**src/rtl/dmg_link_responder.sv**
```systemverilog
// -----------------------------------------------------------------------------
// dmg_link_responder
//
// Responder (external-clock) end of the DMG serial link port. The partner
// supplies SCK, which idles high. On each detected falling edge the next bit is
// presented on sout. On each detected rising edge one bit of sin is shifted in.
// Data moves MSB first. After eight rising edges the received byte goes to
// rx_data, and rx_valid pulses for one cycle.
//
// sck and sin are asynchronous pins. They pass through identical synchroniser
// chains, so the two stay aligned with each other. A further flop on the
// synchronised SCK provides edge detection. From a pin change to the resulting
// action takes SYNC_STAGES+1 clk cycles.
//
// Ports:
//   clk      system clock, all state changes on the rising edge
//   res      synchronous active-high reset
//   sck      partner link clock (asynchronous, idles high)
//   sin      partner serial data (asynchronous)
//   sout     serial data to the partner
//   tx_data  byte to send, captured on an accepted tx_load
//   tx_load  single-cycle strobe that arms a transfer; ignored while busy
//   busy     transfer armed and not yet completed or aborted
//   rx_data  last received byte, held until the next completion
//   rx_valid one-cycle pulse when rx_data updates
//   err      one-cycle pulse on a timeout abort or on an SCK edge while idle
// -----------------------------------------------------------------------------
module dmg_link_responder #(
    parameter int SYNC_STAGES    = 2,
    parameter int TIMEOUT_CYCLES = 4096
) (
    input  logic       clk,
    input  logic       res,
    input  logic       sck,
    input  logic       sin,
    output logic       sout,
    input  logic [7:0] tx_data,
    input  logic       tx_load,
    output logic       busy,
    output logic [7:0] rx_data,
    output logic       rx_valid,
    output logic       err
);

    // The timeout counter only has to reach TIMEOUT_CYCLES-1.
    localparam int TW = (TIMEOUT_CYCLES > 1) ? $clog2(TIMEOUT_CYCLES) : 1;
    localparam logic [TW-1:0] TMO_LAST = TW'((TIMEOUT_CYCLES > 0) ? (TIMEOUT_CYCLES - 1) : 0);

    typedef enum logic {
        IDLE  = 1'b0,
        ARMED = 1'b1
    } state_t;

    // ---------------------------------------------------------------- sync
    logic [SYNC_STAGES-1:0] sck_sync_reg;
    logic [SYNC_STAGES-1:0] sin_sync_reg;
    logic                   sck_prev_reg;

    // The SCK stages are preset to the idle level so that reset cannot create
    // a false falling edge.
    always_ff @(posedge clk) begin
        if (res) begin
            sck_sync_reg <= '1;
            sin_sync_reg <= '0;
            sck_prev_reg <= 1'b1;
        end else begin
            sck_sync_reg <= {sck_sync_reg[SYNC_STAGES-2:0], sck};
            sin_sync_reg <= {sin_sync_reg[SYNC_STAGES-2:0], sin};
            sck_prev_reg <= sck_sync_reg[SYNC_STAGES-1];
        end
    end

    logic sck_s;
    logic sin_s;
    logic rise;
    logic fall;

    assign sck_s = sck_sync_reg[SYNC_STAGES-1];
    assign sin_s = sin_sync_reg[SYNC_STAGES-1];
    assign rise  = sck_s & ~sck_prev_reg;
    assign fall  = ~sck_s & sck_prev_reg;

    // ---------------------------------------------------------------- state
    state_t        state_reg,    state_next;
    logic [7:0]    sr_reg,       sr_next;
    logic [3:0]    cnt_reg,      cnt_next;
    logic [TW-1:0] tmo_reg,      tmo_next;
    logic          sout_reg,     sout_next;
    logic [7:0]    rx_data_reg,  rx_data_next;
    logic          rx_valid_reg, rx_valid_next;
    logic          err_reg,      err_next;

    always_ff @(posedge clk) begin
        if (res) begin
            state_reg    <= IDLE;
            sr_reg       <= '0;
            cnt_reg      <= '0;
            tmo_reg      <= '0;
            sout_reg     <= 1'b1;
            rx_data_reg  <= '0;
            rx_valid_reg <= 1'b0;
            err_reg      <= 1'b0;
        end else begin
            state_reg    <= state_next;
            sr_reg       <= sr_next;
            cnt_reg      <= cnt_next;
            tmo_reg      <= tmo_next;
            sout_reg     <= sout_next;
            rx_data_reg  <= rx_data_next;
            rx_valid_reg <= rx_valid_next;
            err_reg      <= err_next;
        end
    end

    always_comb begin
        state_next    = state_reg;
        sr_next       = sr_reg;
        cnt_next      = cnt_reg;
        tmo_next      = tmo_reg;
        sout_next     = sout_reg;
        rx_data_next  = rx_data_reg;
        rx_valid_next = 1'b0;
        err_next      = 1'b0;

        case (state_reg)
            IDLE: begin
                // The partner should not clock an unarmed responder.
                if (rise || fall) begin
                    err_next = 1'b1;
                end
                if (tx_load) begin
                    sr_next    = tx_data;
                    sout_next  = tx_data[7];
                    cnt_next   = '0;
                    tmo_next   = '0;
                    state_next = ARMED;
                end
            end

            ARMED: begin
                if (rise) begin
                    sr_next  = {sr_reg[6:0], sin_s};
                    cnt_next = cnt_reg + 4'd1;
                    tmo_next = '0;
                    if (cnt_reg == 4'd7) begin
                        rx_data_next  = {sr_reg[6:0], sin_s};
                        rx_valid_next = 1'b1;
                        state_next    = IDLE;
                    end
                end else if (fall) begin
                    // The rising edge has not yet shifted, so the first fall
                    // re-presents bit 7, which was already driven at load.
                    sout_next = sr_reg[7];
                    tmo_next  = '0;
                end else if (TIMEOUT_CYCLES != 0) begin
                    if (tmo_reg == TMO_LAST) begin
                        state_next = IDLE;
                        err_next   = 1'b1;
                        sout_next  = 1'b1;
                        tmo_next   = '0;
                    end else begin
                        tmo_next = tmo_reg + 1'b1;
                    end
                end
            end

            default: begin
                state_next = IDLE;
            end
        endcase
    end

    assign busy     = (state_reg == ARMED);
    assign sout     = sout_reg;
    assign rx_data  = rx_data_reg;
    assign rx_valid = rx_valid_reg;
    assign err      = err_reg;

endmodule

```
**config.mk**
```make
export PLATFORM = sky130hd
export DESIGN_NAME = dmg_link_responder
export DESIGN_NICKNAME = d
export VERILOG_FILES = /design/src/rtl/dmg_link_responder.sv
export SDC_FILE = /design/constraint.sdc
export NUM_CORES = 1
export LEC_CHECK = 0
export ABC_AREA = 1
export CORE_MARGIN = 5
export CORE_UTILIZATION = 50
export DETAILED_ROUTE_END_ITERATION = 8
export GPL_TIMING_DRIVEN = 0
export PLACE_DENSITY = 0.84
export SETUP_SLACK_MARGIN = 0.05
export SYNTH_ARGS = -nofsm -noshare
export SYNTH_HDL_FRONTEND = slang
export SYNTH_SLANG_ARGS = --single-unit
export TNS_END_PERCENT = 1
```
**constraint.sdc**
```tcl
create_clock -name clk -period 1.5 [get_ports clk]
set_input_delay 0.15 -clock clk [delete_from_list [all_inputs] [get_ports clk]]
set_output_delay 0.15 -clock clk [all_outputs]
set_load 0.005 [all_outputs]
```
# == Word-level counts from Yosys, hierarchy flattened ==
# Index checks and enable logic that the tools add are counted.
# classes
bitwise_logic,6
n_reduce_logical,5
muxes,28
addsub,2
eq_ne,6
# ops
operator,n
two-way mux 12 bit,4
case mux 12 bit (2 select lines),1
two-way mux 8 bit,2
case mux 8 bit (2 select lines),1
two-way mux 1 bit,14
"adder 12 x 1 -> 12 bit, second input constant",1
"== test 12 bit, second input constant",1
two-way mux 4 bit,2
case mux 4 bit (2 select lines),1
"inequality test 2 bit, second input constant",3
case mux 1 bit (2 select lines),3
AND reduction 3 bit,2
"adder 4 x 1 -> 4 bit, second input constant",1
"== test 4 x 3 -> 1 bit, second input constant",1
NOT 1 bit,4
"inequality test 3 x 2 -> 1 bit, second input constant",1
OR reduction 3 bit,1
AND 1 bit,2
AND reduction 2 bit,1
logical OR 1 bit,1
# totals
regBits,41
output_inout_bits,12
in_bits,13
elab_cells,58

# == Depth between registers and ports, before layout ==
# Gate-level depths: netlist of the first run.
# logic_depth
depth_word,5
ltp_mapped,9
mapped_depth_nobuf,9

# == Least setup slack after synthesis of the first run ==
# OpenSTA, ideal clock, no wires.
# synth_path
path_type,reg-to-reg
start,register sck_prev_reg
end,register rx_data_reg[0] (netlist: rx_data[0])
path_buffers,0
path_slack_ns,0.199
t_arrival_ns,1.180
synth_period_minus_slack_ns,1.301
path_stages_with_launch,8
setup_ns,0.121
required_time_ns,1.379
path_cell_list,dfxtp_1 -> inv_1 -> ha_1 -> inv_1 -> nor3_2 -> nand2_1 -> nand3_1 -> o21ai_0
# synth_via
elab_chain_len,3
# synth_lines
item,line_no,rtl
"start, declared",57,logic sck_prev_reg;
"start signal, assigned",69,sck_prev_reg <= sck_sync_reg[SYNC_STAGES-1];
NOT 1 bit,80,assign rise = sck_s & ~sck_prev_reg;
AND 1 bit,80,
AND reduction 3 bit (no source line),-,
"end signal, assigned",109,rx_data_reg <= rx_data_next;
"end, declared",89,"logic [7:0] rx_data_reg, rx_data_next;"
# No other way between the ends.
# A chain may end at the register's enable or synchronous reset.

# == Worst setup path in the final report of the first run ==
# layout_path
start,register sck_sync_reg[1]
end,register tmo_reg[8]
# layout_via
elab_chain_len,5
elab_cells_between_ends,6
classes_between,mux: 3; bitwise: 3
# layout_lines
item,line_no,rtl
"start, declared",55,logic [SYNC_STAGES-1:0] sck_sync_reg;
"start signal, assigned",67,"sck_sync_reg <= {sck_sync_reg[SYNC_STAGES-2:0], sck};"
NOT 1 bit,81,assign fall = ~sck_s & sck_prev_reg;
AND 1 bit,81,
two-way mux 12 bit,150,end else if (fall) begin
two-way mux 12 bit (*),141,if (rise) begin
case mux 12 bit (2 select lines) (*),125,case (state_reg)
"end signal, assigned",107,tmo_reg <= tmo_next;
"end, declared",87,"logic [TW-1:0] tmo_reg, tmo_next;"
# Mark *: on every way between the ends. The rest lies on a longest branch, timed or not.

==> summary.md, run 1 <==
| Metric | Value |
|---|---|
| Status | `finished clean` |
| Final worst setup slack | `103 ps` |
| Type of the worst min-delay path | `primary input to flip-flop` |
| First-pass GRT wire length | `6510 µm` |
| Post-synthesis sequential area ratio | `0.433` |
| CTS tree | `built` |
| DRC violations left | `0` |
| Routed WL | `around 3900 µm` |
| Pleak | `0.918 nW` |
| Post-synthesis compound-gate area fraction | `0.148` |
| CTS Sinks | `41` |
| Synth-to-layout area growth | `22.5%` |
| Setup WS pre-CTS | `-98.8 ps` |
| RSZ-0062 raised after global routing | `yes` |
| Largest register FFs | `12` |
| Drt via density | `approximately 5.1` |
| Final hold vios | `0` |
| PortBufs | `24` |
| # diodes | `0` |
| Fin nets | `292` |
| Clock-pin transition on the worst setup and hold timing paths | `80 ps` |
| Crit path capture type | `flip-flop` |
| Largest family of logic cells by synthesized area | `simple AND/OR/NAND/NOR gates` |
| Commonest non-fill, non-tap cell in the layout | `nand2_1` |
| Cts bufs inserted | `5` |
| Total iterations of the first detailed-routing run | `4` |
| Pwr/cell area | `between 900 and 1000 nW/µm²` |
| Final Power | `2.11 mW` |
| Final Core Density | `0.635` |
| Share of cells above drive strength 1 | `0.163` |
| Placed cells | `316` |
| DP Wirelength | `2900 µm` |
| Hold buffer count at cts | `0` |
| Core box area | `3660 µm²` |
| Hold slack final | `360 ps` |
| Skew-Pair Late Insertion Delay | `300 ps` |
| Synth warn | `0` |
| Clock root cell | `clkbuf_8` |
| Post-route cell area | `2320 µm²` |
| Gr usage total | `0.162` |
| Drt wl/cell | `12.0 µm` |
| Filler-free cell count of the finished design | `around 320` |
| Final setup vio count | `0` |
| Max clock buf depth | `2` |
| Crit path max fanout | `5` |
| Vias in the first global route | `approximately 1500` |
| Syn Inst Count | `between 200 and 250` |
| DR iter-0 viols | `131` |
| Sum Neg Setup Slack | `0 ps` |
| Grt ovf | `0` |
| Fin Clk Skew | `4.16 ps` |
| Mapped Avg Cell Area | `7.77 µm²` |
| Worst IR Drop VDD | `around 0.00064 V` |
| Max Freq | `716 MHz` |
| R2r startpoint | `sck_sync_reg[1]` |
| Cell Area, Synth | `1900 µm²` |
| CP arrival | `1630 ps` |
| Row count | `22` |
| Placed Instance Area | `around 2200 µm²` |
| Commonest cells after routing, fill and taps aside | `49 x nand2_1, 37 x dfxtp_1, 28 x inv_1` |
| DR vias | `1668` |
| H-tree depth | `2` |
| Initial Utilization | `0.518` |
| Final Slew Violations | `0` |
| Synth Area in Adders | `0.0264` |
| Gpl congestion | `~0.82` |
| Initial antenna violation count | `0` |
| Netlist cell types | `33` |
| Crit share post-route | `0.931` |
| Post-CTS setup buffers | `0` |
| Max-Cap Viols | `0` |
| Synth Area in Simple Gates | `0.291` |
| Multiplexer share of the synthesized area | `0` |
| Worst setup SP type | `flip-flop` |
| Register bit count reported by yosys | `41` |
| Routed Antenna Nets | `0` |
| Largest net degree at the start of global routing | `14` |
| Die area | `5130 µm²` |
| Worst Setup SP | `sck_sync_reg[1]` |
| Worst-margin pin slew | `474 ps` |
| Post-Synth XOR/XNOR Area | `0.0139` |
| Worst setup endpoint | `tmo_reg[8]` |
| FF-to-FF End | `tmo_reg[8]` |
| Die Ht | `about 72 µm` |
| Crit Path Class | `flip-flop to flip-flop` |
| Mapped Nets | `roughly 260` |
| Reg2reg setup slack | `100 ps` |
| Data required, critical path | `1740 ps` |
| R2R cell count | `8` |
| Max-slew headroom | `0.684` |
| Die X | `71.6 µm` |
| Tmin final | `1400 ps` |
| # IOs | `25` |
synth_stat cells, drive strengths merged:
master	instances	area share
nand2	56	0.12
dfxtp	41	0.43
inv	31	0.061
o21ai	26	0.077
nand3	25	0.075
nor2	19	0.061
a21oi	18	0.049
buf	5	0.023
ha	4	0.026
a31oi	3	0.0099
or2	3	0.0099
a211oi	2	0.0079
clkbuf	2	0.0040
nand3b	2	0.0079
nor3	2	0.014
xor2	2	0.0092
nand4	1	0.0033
o21bai	1	0.0040
xnor2	1	0.0046
kinds of logic (layout without fill, tap and decap cells):
logic type,count (synthesis),count (layout)
and+or+nand+nor,108,108
AOI/OAI and AO/OA,50,50
DFF,41,41
buffers and inverters,38,70
adders and majority gates,4,4
xor gates and xnor gates,3,3
per-layer routing:
metal  vias up  track usage  share of wire
met3         7       0.0477          0.055
met1       779        0.198           0.45
met4         0       0.0668          0.016
met2        31        0.264           0.48
met5         -            0              0
li1        851            -              -
final cells by class:
class	count	area, µm²
fill	319	1340
multi-input combinational	165	940
sequential	41	826
timing repair buffer	24	240
inverter	31	119
clock buffer	6	72.6
tap	48	60.1
buffer	7	51.3
clock inverter	2	15.0
repair_timing:
| item | CTS | global route |
|---|---|---|
| gates resized for setup | 2 | 12 |
| pin swaps | 1 | 4 |
| setup endpoints to repair | 8 | 24 |
report_power, final:
part | internal (mW) | total, mW | switching, mW
logic | 0.106 | 0.252 | 0.145
registers | 1.12 | 1.14 | 0.0170
clock network | 0.327 | 0.715 | 0.388
worst max-delay path, stage by stage (launching register included):
cell and delay [ps]:
dfxtp_1 340, inv_1 60, ha_1 190, inv_1 80, nand2_2 80, nor2_4 200
o21ai_2 110, o21bai_1 180, a21oi_2 100
worst min path at each step:
stage	to	depth (start not counted)	from	slack [ps]
final	sin_sync_reg[0]	3	sin	360
after global routing	sin_sync_reg[0]	3	sin	370
after CTS	sin_sync_reg[0]	3	sin	350
after detailed placement	sck_sync_reg[1]	1	sck_sync_reg[0]	400
after global placement	sck_sync_reg[1]	1	sck_sync_reg[0]	390
after floorplan	sck_sync_reg[0]	1	sck	250
No activity file was read; power rests on OpenSTA's default activity.
==> run 2, diff against run 1 <==
Settings changed: HOLD_SLACK_MARGIN set to 0.1.
==> results of run 2 <==
No change in the layout: final DEF, timing and power equal those of run 1.
==> run 3, diff against run 2 <==
Settings changed: ABC_AREA 1 to not set, PLACE_DENSITY 0.84 to 0.85.
==> summary.md, run 3 <==
| Metric | Value |
|---|---|
| Synth area leaders | `dfxtp_1 44%, mux2i_1 9.1%, nor2_1 5.6%` |
| DP Wirelength | `about 3000 µm` |
| Gr usage total | `0.189` |
| CTS Sinks | `between 40 and 50` |
| Netlist cell types | `41` |
| Gpl congestion | `0.908` |
| Clock-pin transition on the worst setup and hold timing paths | `90 ps` |
| DRC violations left | `0` |
| M1 wire length | `2280 µm` |
| Initial Utilization | `0.515` |
| Largest register FFs | `12` |
| Largest net degree at the start of global routing | `14` |
| Max Freq | `603 MHz` |
| Status | `finished, violations left` |
| # IOs | `25` |
| Register bit count reported by yosys | `41` |
| Die X | `around 71 µm` |
| Pleak | `around 0.91 nW` |
| Hold slack final | `around 290 ps` |
| # diodes | `0` |
| Share of cells above drive strength 1 | `0.287` |
| Final hold vios | `0` |
| Vias in the first global route | `1650` |
| Leading area contributor after synthesis | `dfxtp_1` |
| Total iterations of the first detailed-routing run | `4` |
| Pwr/cell area | `around 850 nW/µm²` |
| CP arrival | `1880 ps` |
| Commonest cells in the netlist | `41 x dfxtp_1, 28 x nor2_1, 17 x mux2i_1` |
| Commonest cells after routing, fill and taps aside | `33 x dfxtp_1, 27 x nor2_1, 23 x clkdlybuf4s50_1` |
| DR iter-0 viols | `about 190` |
| Met3 wire len | `256 µm` |
| Primary FF master, synth | `dfxtp_1` |
| Failing checks | `setup timing` |
| Synth-to-layout area growth | `39.1%` |
| Mapped Nets | `222` |
| Core box area | `3630 µm²` |
| Crit Path Class | `flip-flop to flip-flop` |
| Commonest non-fill, non-tap cell in the layout | `dfxtp_1` |
| Final Slew Violations | `0` |
| PortBufs | `23` |
| RSZ-0062 raised after global routing | `yes` |
| Drt wl/cell | `18.3 µm` |
| Cell Area, Synth | `roughly 1900 µm²` |
| Clock root cell | `clkbuf_8` |
| Tmin final | `1660 ps` |
| Type of the worst min-delay path | `primary input to flip-flop` |
| Synth top area share | `0.439` |
| Data required, critical path | `1720 ps` |
| # fillers | `roughly 240` |
| Row count | `22` |
| Max-slew headroom | `0.499` |
| Highest metal used | `met4` |
| Final Core Density | `0.717` |
| Initial antenna violation count | `0` |
| Drt via density | `6.00` |
| Max clock buf depth | `2` |
| Routed Antenna Nets | `0` |
| Fin Clk Skew | `roughly 9.6 ps` |
| Mapped Avg Cell Area | `9.13 µm²` |
| Die Ht | `71.2 µm` |
| Sum Neg Setup Slack | `-2370 ps` |
| Routed WL | `approximately 5400 µm` |
| Fin nets | `263` |
| Number of synthesized flops with an enable pin | `0` |
| Placed Instance Area | `2190 µm²` |
| Crit path max fanout | `6` |
| Post-synthesis sequential area ratio | `0.439` |
| Crit share post-route | `1.11` |
| First-pass GRT wire length | `between 7000 and 8000 µm` |
| Asr flop ratio synth | `0` |
| Synth warn | `0` |
| DR vias | `about 1800` |
| Worst IR Drop VDD | `0.000682 V` |
| Max-Cap Viols | `0` |
| Final worst setup slack | `-159 ps` |
| Skew-Pair Late Insertion Delay | `~300 ps` |
| H-tree depth | `2` |
| Met2 routed WL | `2700 µm` |
| Worst-margin pin slew | `751 ps` |
| Final Power | `2.23 mW` |
| Syn Inst Count | `205` |
| Grt ovf | `0` |
| Post-route cell area | `~2600 µm²` |
| Most common cell in the netlist | `dfxtp_1` |
| Crit path capture type | `flip-flop` |
| Cts bufs inserted | `5` |
| Worst setup SP type | `flip-flop` |
| Final setup vio count | `33` |
| CTS tree | `built` |
| Die area | `5070 µm²` |
[run 3: changes by cell type in the layout (fill, tap and decap cells not counted), sizes merged, moves of 9 or more]
cell   delta
inv      -26
nand2    -50
mux2i    +17
o21ai    -21
nand3    -19
buf      +11
nor2      +9
[run 3: layout make-up]
cell class              count  area, µm²  area share
multi-input cells         144       1140       0.438
clock inverters             2       15.0     0.00577
inverters                   5       18.8     0.00721
flip-flops and latches     41        836       0.321
plain buffers              15        116      0.0447
well taps                  48       60.1      0.0231
repair buffers             34        345       0.133
clock buffers               6       72.6      0.0279
[run 3: per-stage QoR]
step                worst slack, ps  std cells
floorplan                      -169        205
global placement               -390        276
detailed placement             -435        276
CTS                            -120        290
global route                   -245        295
finish                         -159        295
[run 3: critical path, cell delays in order (launching register included)]
cell and delay (ps):
dfxtp_2 360, inv_2 50, ha_4 150, or3b_4 440, o21ai_0 300, a2bb2oi_1 130, a21oi_1 150
[run 3: kinds of logic (layout without fill, tap and decap cells)]
kind of cell / after synthesis / in the layout / synth area share
AOI/OAI and AO/OA: 44 / 44 / 0.164
muxes: 19 / 20 / 0.103
and+or+nand+nor: 75 / 75 / 0.216
DFF: 41 / 41 / 0.439
xor gates and xnor gates: 1 / 1 / 0.00468
adders and majority gates: 4 / 4 / 0.0267
buffers and inverters: 21 / 62 / 0.0475
[run 3: per-layer routing]
metal	track usage	up-vias
met4	0.0877	0
li1	-	827
met2	0.306	58
met3	0.0412	18
met5	0	-
met1	0.238	867
[run 3: worst paths after layout]
| path | start | endpoint | slack (ps) | depth (start not counted) |
|---|---|---|---|---|
| hold reg to reg | sck_sync_reg[0] | sck_sync_reg[1] | 430 | 1 |
| setup / recovery | sck_prev_reg | tmo_reg[7] | -160 | 6 |
| hold / removal | res | cnt_reg[3] | 290 | 2 |
| setup reg to reg | sck_prev_reg | tmo_reg[7] | -160 | 6 |
[run 3: what timing repair did]
item                                    CTS  global route
hold endpoints to repair                  0             0
hold buffers                              0             0
buffers inserted                          6             3
gates resized for setup                  29            37
cloned                                    1             2
endpoints found under the setup margin   35            35
pin swaps                                11            10
[run 3: power by group]
| group | internal, mW | total (mW) | switching (mW) | leakage [nW] |
|---|---|---|---|---|
| registers | 1.12 | 1.15 | 0.0281 | 0.337 |
| clock network | 0.328 | 0.725 | 0.397 | 0.0374 |
| logic | 0.176 | 0.351 | 0.175 | 0.540 |
| total | 1.63 | 2.23 | 0.600 | 0.914 |
==> edit 1, RTL diff (config.mk and constraints of run 2) <==
Register the output `rx_data` once more; this adds one clock of latency there. The other outputs are not delayed to match. Comments in the files are not updated.
--- a/src/rtl/dmg_link_responder.sv
+++ b/src/rtl/dmg_link_responder.sv
@@ -172,7 +172,9 @@
 
     assign busy     = (state_reg == ARMED);
     assign sout     = sout_reg;
-    assign rx_data  = rx_data_reg;
+    always_ff @(posedge clk) begin
+        rx_data <= rx_data_reg;
+    end
     assign rx_valid = rx_valid_reg;
     assign err      = err_reg;
 
Behaviour: same outputs for any inputs over 10 cycles, from zero or initial values; that may be too few to reach the edited logic, so the function may still have changed.
==> edit 1 against run 2 <==
- worst setup slack got worse by 0.017 ns
- wire length rose by 3.7%
- via count fell by 0.30%
- design area is 9.0% higher
- sequential cell count grew 8
- power is 14% higher
- highest routed layer unchanged
- critical path type unchanged
- fmax down 1.2%
- synthesized area rose by 7.9%
- count of clock-buffer cells in the layout fell by 1
- sequential power increased by 19%
==> edit 1: results (changes against run 2) <==
Synth
  • Synth Net Count: 263 (+0.77%)
  • Largest cells by area after synthesis: dfxtp_1 (48%), nand2_1 (11%), nor2_1 (5.0%)
  • Post-synth cell types: 33 (unchanged)
  • Synth cell count leaders: nand2_1 (58), dfxtp_1 (49), nor2_1 (27)
  • Synthesized netlist cell count: 246 (+0.82%)
  • Seq/Total Area, Yosys: 47.92% (+4.6 points)

Setup path
  • Worst r2r dst: tmo_reg[0]
  • R2r setup slk: 0.09 ns (-0.02 ns)
  • Crit Path Max Fanout: 6 (+1)
  • Critical R2R Launch: sck_prev_reg
  • Crit path arrival time: 1.66 ns (+0.03 ns)

Clock network
  • CTS Buffer Depth: 2 (unchanged)
  • CTS root buffer: clkbuf_8

Power and ir drop
  • VDD IR max: 0.5583 mV (-12%)
  • Internal power: 1780 uW (+14%)
  • Leakage: 0.001015 uW (+11%)

STA
  • Slew of the pin with the lowest slew margin: 0.4665 ns (-0.007305 ns)
  • Clock skew: 0.007648 ns (+0.003488 ns)

Detailed routing
  • Total wire length: 4.025 mm (+3.7%)
  • Routed vias: 1663 (-0.30%)
  • Initial detailed-routing violation count: 49 (-63%)
  • Vias per cell: 5.024 (-2.4%)

Global routing
  • Vias in the first global route: 1522 (+3.3%)
  • Met1 GRT Util: 20.51% (+0.75 points)
  • Antenna violations before repair: 0 (unchanged)
  • GR Layer Usage met2: 25.79% (-0.64 points)
  • GRT met3 Usage: 4.730% (-0.039 points)
  • First-pass GRT wire length: 6.768 mm (+4.0%)
  • Largest net degree at the start of global routing: 17 (+3)
  • GRT Total Usage: 16.27% (+0.12 points)

Layout
  • Largest register FFs: 16 (+4)
  • Nets: 297 (+1.7%)
  • Layout cells sized above 1: 21.35% (+5.0 points)

Place
  • PortBufs: 24 (unchanged)
  • Post-Place Cell Area: 2350 um^2 (+6.9%)
  • GPL Wtd Cong: 0.8159 (-0.93%)
  • Placed insts: 320 (+1.3%)
  • Post-DP HPWL: 2.808 mm (-3.1%)

Run status
  • Outcome: complete, no violations
==> edit 1: worst max path at each step <==
stage | startpoint | end | slack, ns | cells after the start
after detailed placement | tx_load | sr_reg[5] | -0.05 | 6
final | sck_prev_reg | tmo_reg[0] | 0.09 | 8
after floorplan | sck_sync_reg[1] | tmo_reg[7] | 0.21 | 8
after CTS | tmo_reg[0] | busy | 0.03 | 8
after global routing | tmo_reg[0] | tmo_reg[0] | 0.03 | 8
after global placement | res | err | 0.004 | 4
==> edit 1: what timing repair did <==
action,CTS,global route
gates resized for setup,1,20
gates cloned,0,0
setup endpoints to repair,8,18
pin swaps,0,9
setup buffers,0,3
==> edit 1: per-layer routing <==
layer  share of wire, %  routed length (um)  vias to the layer above
met5                  0                   0                        -
met4                1.9                  78                        0
met3                4.9                 199                        6
met2                 49                1979                       34
met1                 44                1767                      754
li1                   -                   -                      869
==> edit 1: critical path, stage by stage (launching register included) <==
cell and delay, ns:
dfxtp_2 0.34, inv_2 0.05, ha_4 0.17, or2_4 0.26, nor2_4 0.17, nand2_2 0.09, nand2_2 0.09, nand2_4 0.08
nor2_1 0.10
==> edit 1: power groups by stage <==
stage,clock network (uW),registers (uW),logic (uW)
after floorplan,0,1390,153
after CTS,801,1360,240
final,783,1360,249
after detailed placement,0,1390,238
after global placement,0,1390,233
after global routing,866,1370,279
==> edit 1: cell families (layout without fill, tap and decap cells) <==
group / after synthesis / after routing / synth area share [%]
and+or+nand+nor: 123 / 123 / 30.38
buffers and inverters: 26 / 61 / 6.051
DFF: 49 / 49 / 47.92
xor gates and xnor gates: 4 / 4 / 1.712
adders and majority gates: 4 / 4 / 2.445
AOI/OAI and AO/OA: 40 / 40 / 11.49
==> edit 1: final cells by class <==
class                   instances  area (um^2)
inverters                      20        82.58
clock buffers                   5        68.82
multi-input cells             171        992.2
fillers                       334         1439
clock inverters                 3        22.52
plain buffers                   6        41.29
flip-flops and latches         49        987.2
well taps                      50        62.56
repair buffers                 27        275.3
==> edit 1: through the flow <==
step	worst slack, ns	TNS [ns]	hold WS, ns	power [uW]
3_3_place_gp	0.003912	0	0.3373	1624
2_1_floorplan	0.2066	0	0.2355	1540
6_report	0.08599	0	0.3487	2397
3_5_place_dp	-0.05101	-0.1141	0.3381	1630
5_1_grt	0.02876	0	0.3500	2516
4_1_cts	0.02793	0	0.3435	2403
==> edit 2, RTL diff (settings of run 2) <==
Made on the original files. Set the parameter `TIMEOUT_CYCLES` to 8192 (it was 4096).
--- a/src/rtl/dmg_link_responder.sv
+++ b/src/rtl/dmg_link_responder.sv
@@ -27,7 +27,7 @@
 // -----------------------------------------------------------------------------
 module dmg_link_responder #(
     parameter int SYNC_STAGES    = 2,
-    parameter int TIMEOUT_CYCLES = 4096
+    parameter int TIMEOUT_CYCLES = 8192
 ) (
     input  logic       clk,
     input  logic       res,
Check against the original RTL: same outputs for any inputs over 10 cycles, from zero or initial values; that may be too few to reach the edited logic, so the function may still have changed.
==> edit 2 against run 2 <==
- largest cell class unchanged
- critical endpoint is now err
- power up 2.6%
- wire length grew 13%
- synthesized area fell by 0.73%
- sequential share of layout area shrank 0.51 points
- core utilization is 2.4 points higher
- sequential cell count up 1
- combinational power increased by 6%
- design area increased by 3.8%
- worst setup slack worse by 0.016 ns
==> edit 2: results (changes against run 2) <==
Place
  • Placed insts: 321 (+1.6%)
  • PortBufs: 24 (unchanged)
  • GPL Wtd Cong: 0.8682 (+5.4%)
  • Post-DP HPWL: 2.982 mm (+2.9%)
  • Pre-CTS setup slack: -0.1290 ns (-0.03013 ns)

STA
  • Hold WS: 0.3609 ns (+0.001252 ns)
  • Clock skew: 0.004312 ns (+0.0001523 ns)
  • Slew headroom: 63.97% (-4.4 points)

Power and ir drop
  • VDD IR max: 0.6315 mV (-0.72%)
  • Leakage: 0.0009026 uW (-1.7%)

Global routing
  • Largest net degree at the start of global routing: 15 (+1)
  • GRT Total Usage: 17.53% (+1.4 points)
  • Vias in the first global route: 1601 (+8.6%)
  • First-pass GRT wire length: 7.100 mm (+9.1%)

Setup path
  • R2r setup slk: 0.09 ns (-0.02 ns)
  • Reg2Reg Depth: 8 (unchanged)
  • Worst r2r dst: err
  • Crit Path Max Fanout: 3 (-2)

Layout
  • Nets: 304 (+4.1%)
  • Fill cells: 292 (-8.5%)
  • Largest register FFs: 13 (+1)
  • Layout cells sized above 1: 18.75% (+2.4 points)
  • # diodes: 0 (unchanged)

Detailed routing
  • Vias per cell: 5.205 (+1.1%)
  • Total wire length: 4.374 mm (+13%)
  • Pre-Repair DR Iteration Count: 6 (+2)
  • Post-DR wirelength/cell: 13.02 um (+8.6%)
  • DR WL met3: 225 um (+5.1%)
  • Initial detailed-routing violation count: 112 (-15%)
  • M1 WL: 1.957 mm (+11%)
  • Met2 wire length: 2.116 mm (+15%)

Run status
  • Outcome: complete, no violations

Synth
  • Synthesized netlist cell count: 249 (+2.0%)
  • Largest cells by area after synthesis: dfxtp_1 (45%), nand2_1 (9.8%), nand3_1 (5.6%)
  • Seq/Total Area, Yosys: 44.65% (+1.4 points)
  • Synth cell count leaders: nand2_1 (49), dfxtp_1 (42), nor2_1 (22)
  • Synth Net Count: 266 (+1.9%)

Min path
  • Hold EP: sin_sync_reg[0]

Clock network
  • Worst-Skew Late Latency: 0.30 ns (about the same)

Run
  • Max-cap violations: 0 (unchanged)
edit 2: logic make-up after synthesis:
logic type	share of synthesized area (%)
xor+xnor	1.396
flops	44.65
fa+ha+maj	2.658
simple gates	30.37
compound gates	14.35
buf+inv	6.578
edit 2: power breakdown:
part           switching [uW]  internal [uW]  leakage [uW]
registers                17.1           1150      0.000342
clock network             400            327     0.0000441
logic                     155            112      0.000516
total                     573           1590      0.000903
edit 2: how the worst max path moves through the flow:
stage | end | depth (start not counted) | start
after global placement | cnt_reg[2] | 5 | res
after detailed placement | cnt_reg[2] | 5 | res
after CTS | tmo_reg[4] | 8 | tmo_reg[1]
final | err | 8 | sck_sync_reg[1]
after floorplan | tmo_reg[8] | 8 | tmo_reg[1]
after global routing | tmo_reg[9] | 8 | sck_sync_reg[1]
edit 2: stage by stage:
stage,instance area (um^2),setup TNS (ns)
floorplan,1883,0
global placement,2183,-0.7808
detailed placement,2183,-1.803
CTS,2321,0
global route,2411,-0.02055
finish,2411,0
edit 2: metal layers:
layer  up-vias  global-route usage, %
li1        896                      -
met1       802                  20.98
met2        44                  28.88
met3         7                  5.189
met4         0                  7.933
met5         -                      0
edit 2: critical path, cell delays in order, from the launching register on:
cell and delay (ns):
dfxtp_2 0.36, inv_1 0.06, ha_1 0.20, inv_2 0.06, nand2_2 0.08, buf_4 0.16
nor3_2 0.21, nand2_1 0.08, a21oi_1 0.13
edit 2: cell type report:
cell class,count,area (um^2),share of cell area [%]
timing repair buffer,31,304.0,12.61
clock buffer,5,68.82,2.854
clock inverter,3,21.27,0.8822
sequential,42,844.6,35.03
tap,48,60.06,2.491
buffer,6,30.03,1.245
multi-input combinational,176,988.4,41.00
inverter,25,93.84,3.892
edit 2: what timing repair did:
item | 4_1_cts | 5_1_grt
pin swaps | 2 | 4
endpoints found under the setup margin | 19 | 27
buffers inserted | 4 | 3
resized for setup | 4 | 19
